File: config.mk
export PLATFORM = sky130hd
export DESIGN_NAME = mem_lsu
export DESIGN_NICKNAME = d
export VERILOG_FILES = /design/src/rtl/mem_lsu.sv
export SDC_FILE = /design/constraint.sdc
export NUM_CORES = 1
export LEC_CHECK = 0
export BUFFER_PORTS_ARGS = -buffer_cell sky130_fd_sc_hd__buf_2
export CORE_ASPECT_RATIO = 0.9
export CORE_MARGIN = 4
export CORE_UTILIZATION = 28
export CTS_BUF_LIST = sky130_fd_sc_hd__clkbuf_4
export DETAILED_ROUTE_END_ITERATION = 6
export PLACE_DENSITY = 0.51
export SYNTH_ARGS = -nofsm -noshare
export SYNTH_HDL_FRONTEND = slang
export SYNTH_SLANG_ARGS = --single-unit
File: constraint.sdc
create_clock -name clk -period 2.5 [get_ports clk]
set_input_delay 0.25 -clock clk [delete_from_list [all_inputs] [get_ports clk]]
set_output_delay 0.25 -clock clk [all_outputs]
set_load 0.005 [all_outputs]
File: src/rtl/mem_lsu.sv
// MEM-stage load/store unit: single-outstanding valid/ready data bus access,
// load formatting and pass-through of non-memory results to MEM/WB.
module mem_lsu (
  input  logic        clk,
  input  logic        rst,
  input  logic [4:0]  rd_addr_i,
  input  logic        wreg_i,
  input  logic [63:0] wdata_i,
  input  logic [63:0] store_data_i,
  input  logic [1:0]  mem_op_i,
  input  logic [2:0]  funct3_i,
  input  logic        hold_i,
  output logic        req_valid,
  input  logic        req_ready,
  output logic        req_we,
  output logic [63:0] req_addr,
  output logic [63:0] req_wdata,
  output logic [7:0]  req_wstrb,
  input  logic        rsp_valid,
  input  logic [63:0] rsp_rdata,
  output logic [4:0]  rd_addr_o,
  output logic        wreg_o,
  output logic [63:0] wdata_o,
  output logic        stall_o,
  output logic        misalign_o
);

  typedef enum logic [1:0] {StIdle, StReq, StWait, StDone} state_e;

  state_e      state_q, state_d;
  logic        issue;
  logic        is_load, is_store, is_mem, misaligned;
  logic [2:0]  off;
  logic [63:0] st_wdata;
  logic [7:0]  st_strb;
  logic [63:0] lane, load_fmt;

  // Latched request fields, stable for the whole access.
  logic        req_we_q;
  logic [63:0] req_addr_q;
  logic [63:0] req_wdata_q;
  logic [7:0]  req_wstrb_q;
  logic [2:0]  off_q;
  logic [2:0]  funct3_q;
  logic        load_q;
  logic [63:0] result_q;

  assign is_load  = (mem_op_i == 2'd1);
  assign is_store = (mem_op_i == 2'd2);
  assign is_mem   = is_load | is_store;
  assign off      = wdata_i[2:0];

  // Alignment check and store lane replication/strobes by access width.
  always_comb begin
    misaligned = 1'b0;
    st_wdata   = store_data_i;
    st_strb    = 8'hFF;
    case (funct3_i[1:0])
      2'd0: begin
        misaligned = 1'b0;
        st_wdata   = {8{store_data_i[7:0]}};
        st_strb    = 8'h01;
      end
      2'd1: begin
        misaligned = off[0];
        st_wdata   = {4{store_data_i[15:0]}};
        st_strb    = 8'h03;
      end
      2'd2: begin
        misaligned = |off[1:0];
        st_wdata   = {2{store_data_i[31:0]}};
        st_strb    = 8'h0F;
      end
      default: begin
        misaligned = |off;
        st_wdata   = store_data_i;
        st_strb    = 8'hFF;
      end
    endcase
  end

  // Extract the addressed lane from the response and sign/zero-extend it.
  always_comb begin
    lane = rsp_rdata >> {off_q, 3'b000};
    case (funct3_q)
      3'b000:  load_fmt = {{56{lane[7]}}, lane[7:0]};
      3'b001:  load_fmt = {{48{lane[15]}}, lane[15:0]};
      3'b010:  load_fmt = {{32{lane[31]}}, lane[31:0]};
      3'b100:  load_fmt = {56'd0, lane[7:0]};
      3'b101:  load_fmt = {48'd0, lane[15:0]};
      3'b110:  load_fmt = {32'd0, lane[31:0]};
      default: load_fmt = lane;
    endcase
  end

  // Next-state and MEM/WB outputs; stalled cycles never write back.
  always_comb begin
    state_d    = state_q;
    issue      = 1'b0;
    rd_addr_o  = rd_addr_i;
    wreg_o     = wreg_i;
    wdata_o    = wdata_i;
    stall_o    = 1'b0;
    misalign_o = 1'b0;
    case (state_q)
      StIdle: begin
        if (is_mem) begin
          wreg_o = 1'b0;
          if (misaligned) begin
            misalign_o = 1'b1;
          end else begin
            stall_o = 1'b1;
            issue   = 1'b1;
            state_d = StReq;
          end
        end
      end
      StReq: begin
        stall_o = 1'b1;
        wreg_o  = 1'b0;
        if (req_ready) state_d = StWait;
      end
      StWait: begin
        stall_o = 1'b1;
        wreg_o  = 1'b0;
        if (rsp_valid) state_d = StDone;
      end
      StDone: begin
        wreg_o  = load_q & wreg_i;
        wdata_o = result_q;
        // Holding here keeps a frozen EX/MEM from re-issuing the access.
        if (!hold_i) state_d = StIdle;
      end
      default: state_d = StIdle;
    endcase
  end

  // State, latched request and captured load result.
  always_ff @(posedge clk or negedge rst) begin
    if (!rst) begin
      state_q     <= StIdle;
      req_we_q    <= 1'b0;
      req_addr_q  <= 64'd0;
      req_wdata_q <= 64'd0;
      req_wstrb_q <= 8'd0;
      off_q       <= 3'd0;
      funct3_q    <= 3'd0;
      load_q      <= 1'b0;
      result_q    <= 64'd0;
    end else begin
      state_q <= state_d;
      if (issue) begin
        req_we_q    <= is_store;
        req_addr_q  <= {wdata_i[63:3], 3'b000};
        req_wdata_q <= st_wdata;
        req_wstrb_q <= is_store ? (st_strb << off) : 8'd0;
        off_q       <= off;
        funct3_q    <= funct3_i;
        load_q      <= is_load;
      end
      if ((state_q == StWait) && rsp_valid) result_q <= load_fmt;
    end
  end

  // Bus request is driven purely from registered state.
  assign req_valid = (state_q == StReq);
  assign req_we    = req_valid & req_we_q;
  assign req_wstrb = req_valid ? req_wstrb_q : 8'd0;
  assign req_addr  = req_addr_q;
  assign req_wdata = req_wdata_q;

endmodule

### Word level (Yosys, flattened, before mapping)

Cells that the tools add are included.
W data, S select, Z words.

| operators by class | value |
|---|---|
| equality and inequality tests | 17 |
| shift-type cells | 2 |
| muxes and demuxes | 22 |
| bitwise gates (word level) | 3 |
| reductions and logical operators | 8 |

Operators by type and width:

| operator | count |
|---|---|
| $pmux W64 S6 | 1 |
| $pmux W64 S3 | 1 |
| $mux W64 | 1 |
| $shr A64 B6 Y64 | 1 |
| $pmux W8 S3 | 1 |
| $mux W8 | 2 |
| $mux W2 | 5 |
| $eq A3 B3 Y1 const B | 3 |
| $eq A2 B2 Y1 const B | 4 |
| $ne A2 B2 Y1 const B | 4 |
| $pmux W2 S4 | 1 |
| $shl A8 B3 Y8 | 1 |
| $mux W1 | 7 |
| $eq A2 B1 Y1 const B | 3 |
| $pmux W1 S3 | 2 |
| $reduce_and A5 Y1 | 1 |
| $logic_not A2 Y1 | 2 |
| $reduce_or A2 Y1 | 2 |
| $eq A3 B1 Y1 const B | 1 |
| $eq A3 B2 Y1 const B | 1 |
| $logic_not A3 Y1 | 1 |
| $reduce_or A3 Y1 | 1 |
| $and A1 B1 Y1 | 2 |
| $ne A2 B1 Y1 const B | 1 |
| 3 further kinds | 3 |

| storage, ports and cells | value |
|---|---|
| flip-flop bits (word level) | 207 |
| input port bits | 208 |
| output and inout bits | 210 |
| logic and storage cells | 61 |

### Logic depth before layout (Yosys ltp)

Gate-level depths: netlist of the first run.

| logic depth | value |
|---|---|
| depth after elaboration | 5 |
| gate-level depth with buffers | 9 |
| gate-level depth less buffers | 6 |

### Worst setup path before layout of the first run

Ideal clock, no wire load.

| timing | value |
|---|---|
| path kind | flip-flop to flip-flop |
| start point | reg off_q[2] |
| end point | reg result_q[32] |
| library setup time | 126 ps |
| data arrival time | 1761 ps |
| slack | 613 ps |
| cell stages (with the launch flop) | 8 |
| path buffers | 2 |
| period minus slack after synthesis | 1887 ps |
| cells stage by stage | dfrtp_1 -> or2_1 -> clkbuf_1 -> a211oi_2 -> nor4_4 -> a211oi_2 -> buf_2 -> a21oi_1 |

| on the way | value |
|---|---|
| longest elaborated chain between the ends | 2 |

Ends and longest elaborated chain:

| element | RTL line | RTL |
|---|---|---|
| from (decl) | 43 | `logic [2:0] off_q;` |
| from (signal assigned) | 146 | `off_q <= 3'd0;` |
| from (signal assigned) | 157 | `off_q <= off;` |
| $shr A64 B6 Y64 | 84 | `lane = rsp_rdata >> {off_q, 3'b000};` |
| $pmux W64 S6 | 85 | `case (funct3_q)` |
| to (signal assigned) | 161 | `if ((state_q == StWait) && rsp_valid) result_q <= load_fmt;` |
| to (decl) | 46 | `logic [63:0] result_q;` |

No other way between the ends.
A chain may end at the register's enable or synchronous reset.

### Worst setup path in the final report of the first run

| timing | value |
|---|---|
| start point | reg state_q[0] |
| end point | out wdata_o[35] |

| on the way | value |
|---|---|
| longest elaborated chain between the ends | 2 |

Ends and longest elaborated chain:

| element | RTL line | RTL |
|---|---|---|
| from (decl) | 30 | `state_e state_q, state_d;` |
| from (signal assigned) | 141 | `state_q <= StIdle;` |
| from (signal assigned) | 151 | `state_q <= state_d;` |
| $eq A2 B2 Y1 | 105 | `case (state_q)` |
| $mux W64 | 105 |  |
| to (decl) | 23 | `output logic [63:0] wdata_o,` |

No other way between the ends.

==> metrics.txt, run 1 <==
Tot GR Track Use=20.7%; Worst-Margin Slew=862 ps; most numerous cell in the Yosys netlist=nand2_1; number of port buffers=404; post-synthesis sequential area ratio=between 40% and 50%; worst path arrival time=between 2000 and 2500 ps; total CTS buffers=66; CORE AREA=around 0.040 mm²; Power, Total=19.2 mW; gp weighted congestion=slightly below 0.9; clk sink count=between 200 and 250; CTS clk-pin slew, worst paths=about 70 ps; cell count after synthesis=approximately 1200; # DRC=0; Power Dens Cells=1110 mW/mm²; CP startpoint kind=register; die width=221 µm; Worst-Skew Late Latency=790 ps; f_max=0.416 GHz; Routed WL=47.2 mm; Hold Crit Class=in -> async; vias in the first global route=approximately 12000; I/O pins=about 420; Gate power share=roughly half; wire length per cell=just under 20 µm; ANT nets after route=0; setup total negative slack=0 ps; FP Rows=between 60 and 70; Final #Nets=2052; Initial Util=28.6%; Vias/cell=4.76; ys flop type=dfrtp_1; Mean Syn Cell Area=approximately 9.4 µm²; clock buffer depth=3; Finish-stage setup viols=0; status=finished clean; first-pass GRT wire length=between 70 and 80 mm; CTS tree=done; Sw Share=about 40%; crit end category=output port; largest net degree at the start of global routing=about 130; most instantiated cells after synthesis=nand2_1 (345), dfrtp_1 (207), mux2i_1 (102); DP HPWL=32.3 mm; Core Util, Final=a little over two fifths; internal power=roughly 12 mW; RSZ-0062 raised after global routing=true; largest cells by area after synthesis=dfrtp_1 (45%), nand2_1 (11%), mux2i_1 (8.9%); number of flops mapped to enable cells by yosys=0; Req. time, crit path=between 2000 and 2500 ps; initial detailed-routing violation count=just over 600; Synth top area share=45.4%; grt total ovfl=0; post-route clock period utilization=about 96%; Die Y=200 µm; number of hold violations in the final report=0; Syn Std Cell Area=between 0.01 and 0.015 mm²; H-tree levels=3; DP Area=approximately 0.014 mm²; peak supply drop=about 550 µV; NetSw=between 7 and 8 mW; Synth Warn #=0; initial antenna violation count=5; Clock Root Buffer=clkbuf_4; CP Max Fanout=11; Rel. slew slack=42.3%; fraction of layout cells with a size suffix above 1=between 30% and 40%; Max Slew Vio Count=0; TritonRoute pass-1 iters=6; Unique masters post-synth=48; clock network power share=between 10% and 20%; top cell type by total area after synthesis=dfrtp_1; vias=11500; FF+latch count, synth=207; Final Critical Period=~2400 ps; Seq pwr share=32.5%; Max Cap Viol=0; placed insts=approximately 2100; final std cells w/o fill=2417; area grow syn2layout=51.3%; Setup Skew=62.4 ps; final instance area=between 0.015 and 0.02 mm²; Async SR Flop Fraction=100%; P_leak=around 8.5 nW; Setup CP Type=reg -> out; Die Area=roughly 0.044 mm²
final timing paths:
path,start,to,slack [ps],depth (start not counted)
max reg2reg,state_q[0]$_DFFE_PN0P_,state_q[1]$_DFFE_PN0P_,120,8
max,state_q[0]$_DFFE_PN0P_,wdata_o[35],100,5
min reg2reg,req_wstrb_q[1]$_DFFE_PN0P_,req_wstrb_q[1]$_DFFE_PN0P_,460,2
max in group asynchronous,rst,req_wdata[46]$_DFFE_PN0P_,2020,3
min in group clk,rsp_rdata[42],result_q[18]$_DFFE_PN0P_,110,5
min,rst,result_q[1]$_DFFE_PN0P_,110,3
routing by layer:
metal	GRT usage [%]	vias up	share of wire (%)
met2	35.0	472	48
met1	24.8	5501	40
met5	0	-	0
met3	7.26	93	8.4
met4	6.86	0	2.9
li1	-	5437	-
cells in the final DEF (no fill, tap or decap), drive strengths merged, types with 22 or more instances in the layout:
master	count
nand2	345
dlygate4sd3	199
mux2i	102
clkbuf	101
dfrtp	207
mux2	75
buf	446
a21oi	59
a211oi	22
nor2	82
o21ai	66
registers in the layout, summed over array words and instances (netlist names):
signal / cells
req_wdata: 64
result_q: 64
req_addr: 61
req_wstrb_q: 8
funct3_q: 3
off_q: 3
state_q: 2
load_q: 1
req_we_q: 1
area by class of cell:
cell class	count	area (µm²)
repair buffers	649	4690
inverters	11	41.3
fillers	3995	22600
clock inverters	13	105
well taps	532	666
diodes	6	15.0
clock buffers	97	728
flip-flops and latches	207	5190
multi-input cells	902	5840
power by group through the flow:
stage / clock network [mW] / registers (mW) / logic [mW]
floorplan: 0 / 5.93 / 4.93
global placement: 0 / 6.27 / 8.23
detailed placement: 0 / 6.28 / 8.29
CTS: 3.81 / 6.27 / 8.87
global route: 3.98 / 6.44 / 10.3
finish: 3.63 / 6.25 / 9.33
what timing repair did:
action / in CTS / in global routing
resized for setup: 6 / 44
setup endpoints to repair: 56 / 64
hold endpoints to repair: 384 / 0
pin swaps: 1 / 1
cloned: 0 / 4
hold buffers: 200 / 0
buffers inserted: 5 / 3
critical path: stages, from the launching register on:
cell	delay (ps)
dfrtp_1	420
ha_4	190
buf_12	160
buf_8	150
mux2_2	350
buf_2	130
logic make-up after synthesis:
kind of cell	after synthesis	synth area share (%)
flops	207	45.4
compound gates	212	12.0
other cells	1	0.0329
simple gates	485	17.5
fa+ha+maj	7	0.767
mux	195	19.9
buf+inv	109	4.42
through the flow:
stage / setup slack (ps) / hold slack (ps)
floorplan: 613 / -45.6
global placement: 199 / 229
CTS: -21.2 / 2.51
detailed placement: 179 / 225
finish: 98.2 / 105
global route: -69.4 / 30.0
Note: power is estimated with default switching activity, not from simulation.
==> run 2: changes to the inputs <==
Settings changed: CTS_CLUSTER_SIZE set to 20.
Clock period 2.5 ns to 2.6 ns, I/O delays scaled along.
==> run 2 against run 1 <==
Sequential power decreased by 4.0%. Critical path type unchanged. Cell count decreased by 1.2%. Flip-flop and latch count unchanged.
==> metrics.txt, run 2 (synthesis gave the netlist of run 1 again) <==
status=finished clean; vias in the first global route=11800 (-1.5%); Routed WL=46.8 mm (-1.0%); number of hold violations in the final report=0 (unchanged); CP startpoint kind=register; placed insts=2085 (-0.19%); Final #Nets=2031 (-1.0%); max incr delay on CP=410 ps (about the same); Initial Util=28.6% (unchanged); commonest non-fill, non-tap cells in the layout=buf_2 (402), nand2_1 (345), dfrtp_1 (203); FP Rows=69 (unchanged); initial detailed-routing violation count=622 (+1.3%); CP Max Fanout=17 (+6); RR Startpoint=off_q[0]$_DFFE_PN0P_; Tot GR Track Use=20.2% (-0.49 points); CTS tree=done; Power Dens Cells=1050 mW/mm² (-5.6%); worst slack, placed=185 ps (+5.39 ps); Finish-stage setup viols=0 (unchanged); clock buffer depth=3 (unchanged); Rel. slew slack=39.1% (-3.3 points); f_max=~0.4 GHz; area grow syn2layout=47.7%; H-tree levels=2 (-1); worst path arrival time=2220 ps (+70 ps); RSZ-0062 raised after global routing=true; CORE AREA=0.0399 mm² (unchanged); worst setup margin=123 ps (+24.9 ps); Worst-Margin Slew=911 ps (+49.0 ps); crit end category=output port; die width=221 µm (unchanged); ANT nets after route=0 (unchanged); initial antenna violation count=3 (-2); CTS clk-pin slew, worst paths=70 ps (about the same); Core Util, Final=42.3% (-1.0 points); P_leak=8.26 nW (-2.7%); CP Cell Sequence=ha_4 -> clkbuf_16 -> mux2_2 -> buf_2; Max Slew Vio Count=0 (unchanged); slowest stage cell, crit path=dfrtp_2; Critical path origin=state_q[1]$_DFFE_PN0P_; largest net degree at the start of global routing=134 (+2.3%); DP HPWL=32.2 mm (-0.40%); # DRC=0 (unchanged); Final Critical Period=between 2000 and 2500 ps; Die Y=200 µm (unchanged); Req. time, crit path=2340 ps (+90 ps); Hold Crit Class=in -> async; vias=11300 (-1.5%); peak supply drop=385 µV (-30%); worst path bufs/invs=2 (-1); final std cells w/o fill=2387 (-1.2%); total CTS buffers=60 (-9.1%); TritonRoute pass-1 iters=5 (-1); grt total ovfl=0 (unchanged); Power, Total=17.7 mW (-7.9%); Setup CP Type=reg -> out; Clock Root Buffer=clkbuf_4; wire length per cell=19.6 µm (+0.21%); I/O pins=418 (unchanged); Setup Skew=51.1 ps (-11.3 ps); commonest non-fill, non-tap cell in the layout=buf_2; clk sink count=207 (unchanged); Worst-Skew Late Latency=800 ps (about the same); Largest delay share family, worst path=flip-flops; fraction of layout cells with a size suffix above 1=35.2% (-0.84 points); Vias/cell=4.75 (-0.25%); Max Cap Viol=0 (unchanged); number of port buffers=404 (unchanged); post-route clock period utilization=~95%; gp weighted congestion=0.868 (-0.71%); Die Area=0.0441 mm² (unchanged); first-pass GRT wire length=70.0 mm (-1.8%)
[run 2: cell types whose count changed in the layout (fill, tap and decap cells not counted), sizes merged]
cell         delta
dlygate4sd3     -2
buf            -12
diode           -4
bufinv          -1
inv             -1
clkinvlp        -1
clkinv          +6
clkbuf         -15
[run 2: path summary, 6_finish.rpt]
path | cells after the start | slack (ps) | to
max in group asynchronous | 3 | 1680 | result_q[61]$_DFFE_PN0P_
setup reg to reg | 7 | 190 | result_q[13]$_DFFE_PN0P_
setup / recovery | 4 | 120 | wdata_o[49]
hold / removal | 2 | 100 | req_addr[32]$_DFFE_PN0P_
hold reg to reg | 2 | 460 | req_wstrb_q[4]$_DFFE_PN0P_
min in group clk | 4 | 100 | result_q[2]$_DFFE_PN0P_
[run 2: what timing repair did]
item,4_1_cts,5_1_grt
gates cloned,1,2
pin swaps,0,2
hold endpoints to repair,310,0
endpoints found under the setup margin,66,67
setup buffers,0,1
hold buffers,197,0
gates resized for setup,5,6
[run 2: cell type report]
type / instances / area, µm²
Timing Repair Buffer: 634 / 4450
Clock buffer: 83 / 623
Tap cell: 532 / 666
Inverter: 11 / 41.3
Fill cell: 3957 / 23000
Antenna cell: 2 / 5.00
Multi-Input combinational cell: 902 / 5790
Sequential cell: 207 / 5190
Clock inverter: 16 / 98.8
[run 2: stage by stage]
| step | TNS (ps) | hold slack, ps | instance area, µm² |
|---|---|---|---|
| 2_1_floorplan | 0 | -35.6 | 11400 |
| 3_3_place_gp | 0 | 359 | 14000 |
| 3_5_place_dp | 0 | 356 | 14000 |
| 4_1_cts | -123 | 10.2 | 16800 |
| 5_1_grt | -126 | 50.5 | 16900 |
| 6_report | 0 | 102 | 16900 |
[run 2: per-layer routing]
metal / share of wire (%) / global-route usage [%] / vias to the layer above
li1: - / - / 5387
met1: 42 / 24.7 / 5477
met2: 49 / 34.5 / 393
met3: 7.2 / 6.02 / 73
met4: 2.3 / 6.38 / 2
met5: 0.028 / 0 / -
[run 2: power breakdown]
group          switching [mW]  leakage [nW]  total, mW  internal [mW]
registers                1.15          2.52       6.00           4.85
clock network            1.53         0.429       3.08           1.56
logic                    4.52          5.31       8.61           4.09
==> run 3: changes to the inputs <==
Settings changed: PLACE_DENSITY 0.51 to 0.53.
Clock period 2.6 ns to 2 ns, I/O delays scaled along.
==> run 3 against run 2 <==
The flow now finishes with violations (setup timing). Cell count rose by 2.8%. Critical path depth grew 1. Hold slack improved by 6.2 ps. Combinational power grew 58%. Flip-flop and latch count is the same. Sequential share of layout area shrank 2.5 points. Clock power increased by 31%. Sequential power increased by 31%. Via count rose by 4.1%. Register-to-register slack worse by 310 ps. Count of clock-buffer cells in the layout increased by 4. Critical path type unchanged. Largest cell class unchanged. Largest power group unchanged. Highest routed layer is now met4.
==> metrics.txt, run 3 (synthesis gave the netlist of run 1 again) <==
post-route clock period utilization=118%; f_max=0.423 GHz; worst setup path end=wdata_o[3]; Die Y=200 µm (unchanged); FP Rows=69 (unchanged); failing checks=setup timing; worst setup margin=-362 ps (-485 ps); Clock Root Buffer=clkbuf_4; Final Critical Period=around 2400 ps; # DRC=0 (unchanged); fraction of layout cells with a size suffix above 1=39.7% (+4.5 points); H-tree levels=2 (unchanged); Worst-Skew Late Latency=800 ps (about the same); Hold Crit Class=in -> reg; total CTS buffers=60 (unchanged); Die Area=0.0441 mm² (unchanged); vias in the first global route=12300 (+4.3%); first-pass GRT wire length=72.8 mm (+4.1%); wire length per cell=19.9 µm (+1.6%); Setup CP Type=reg -> out; RR Startpoint=off_q[0]$_DFFE_PN0P_; Critical path origin=state_q[1]$_DFFE_PN0P_; initial antenna violation count=2 (-1); worst slack, placed=-36.0 ps (-221 ps); peak supply drop=646 µV (+68%); initial detailed-routing violation count=691 (+11%); TritonRoute pass-1 iters=5 (unchanged); Tot GR Track Use=21.0% (+0.87 points); commonest non-fill, non-tap cells in the layout=buf_2 (350), nand2_1 (344), dlygate4sd3_1 (204); Power Dens Cells=1380 mW/mm² (+32%); CP Max Fanout=5 (-12); final instance area=0.0184 mm² (+8.9%); DP Area=0.0144 mm² (+2.3%); Rel. slew slack=66.9% (+28 points); Initial Util=28.6% (unchanged); RSZ-0062 raised after global routing=true; die width=221 µm (unchanged); clk sink count=207 (unchanged); ANT nets after route=0 (unchanged); Final #Nets=2095 (+3.2%); Routed WL=48.9 mm (+4.5%); area taken by multi-input logic gates=0.00621 mm² (+7.3%); final hold slack=108 ps (+6.16 ps); worst path arrival time=2160 ps (-60 ps); setup total negative slack=-23220 ps (-23220 ps); DP HPWL=33.1 mm (+2.9%); Filler Cells Inserted=3762 (-4.9%); Req. time, crit path=1800 ps (-540 ps); Core Util, Final=46.0% (+3.8 points); R2R Setup Slk=-120 ps (-310 ps); number of hold violations in the final report=0 (unchanged); status=finished, violations left; Worst R2R Path Depth=8 (+1); crit end category=output port; gp weighted congestion=0.894 (+3.0%); Max Slew Vio Count=0 (unchanged); CP startpoint kind=register; P_leak=8.94 nW (+8.3%); CTS clk-pin slew, worst paths=60 ps (about the same); vias=11800 (+4.1%); clock buffer depth=3 (unchanged); Setup Skew=50.8 ps (-0.330 ps); grt total ovfl=0 (unchanged); Max Cap Viol=0 (unchanged); number of port buffers=404 (unchanged); Finish-stage setup viols=93 (+93); RR Endpoint=result_q[60]$_DFFE_PN0P_; Vias/cell=4.80 (+1.2%); largest net degree at the start of global routing=73 (-46%); I/O pins=418 (unchanged); area grow syn2layout=60.9%; CORE AREA=0.0399 mm² (unchanged); Worst-Margin Slew=491 ps (-420 ps); commonest non-fill, non-tap cell in the layout=buf_2; CTS tree=done; Register Area=0.00519 mm² (about the same)
-- run 3: report_power, final --
| group | leakage, nW | total [mW] | switching [mW] | internal (mW) |
|---|---|---|---|---|
| Sequential | 2.52 | 7.83 | 1.52 | 6.31 |
| Clock | 0.427 | 4.02 | 2.04 | 1.98 |
| Combinational | 6.00 | 13.6 | 6.53 | 7.02 |
| Total | 8.94 | 25.4 | 10.1 | 15.3 |
-- run 3: through the flow --
| stage | instances | power (mW) |
|---|---|---|
| 2_1_floorplan | 1218 | 13.6 |
| 3_3_place_gp | 2117 | 18.6 |
| 3_5_place_dp | 2117 | 18.7 |
| 4_1_cts | 2436 | 24.1 |
| 5_1_grt | 2455 | 27.2 |
| 6_report | 2455 | 25.4 |
-- run 3: final cells by class --
type	count	share of cell area [%]
inverters	11	0.266
flip-flops and latches	207	28.3
diodes	1	0.0136
clock buffers	87	3.56
multi-input cells	902	33.8
repair buffers	698	30.1
well taps	532	3.62
clock inverters	17	0.416
-- run 3: repair_timing --
item,in CTS,in global routing
cloned,2,6
setup buffers,9,16
hold buffers,205,0
pin swaps,4,13
gates resized for setup,57,136
setup endpoints to repair,116,134
endpoints found under the hold margin,400,0
-- run 3: layer usage --
layer  track usage, %  up-vias  part of all wire [%]
li1                 -     5495                     -
met1             25.6     5668                    40
met2             35.5      544                    48
met3             6.43       85                   8.2
met4             7.95        0                   3.1
met5                0        -                     0
-- run 3: worst min path at each step --
stage / start / end / slack (ps) / cells after the start
2_1_floorplan: rst / funct3_q[0]$_DFFE_PN0P_ / -100 / 0
3_3_place_gp: rst / req_addr[19]$_DFFE_PN0P_ / 100 / 1
3_5_place_dp: rst / req_addr[15]$_DFFE_PN0P_ / 100 / 1
4_1_cts: rsp_rdata[3] / result_q[3]$_DFFE_PN0P_ / 0.01 / 4
5_1_grt: rsp_rdata[25] / result_q[25]$_DFFE_PN0P_ / 80 / 5
6_report: rsp_rdata[25] / result_q[25]$_DFFE_PN0P_ / 110 / 5
-- run 3: worst max-delay path, stage by stage (launching register included) --
cell	delay, ps
dfrtp_2	440
ha_4	200
buf_12	150
clkbuf_16	170
mux2_4	310
buf_6	120
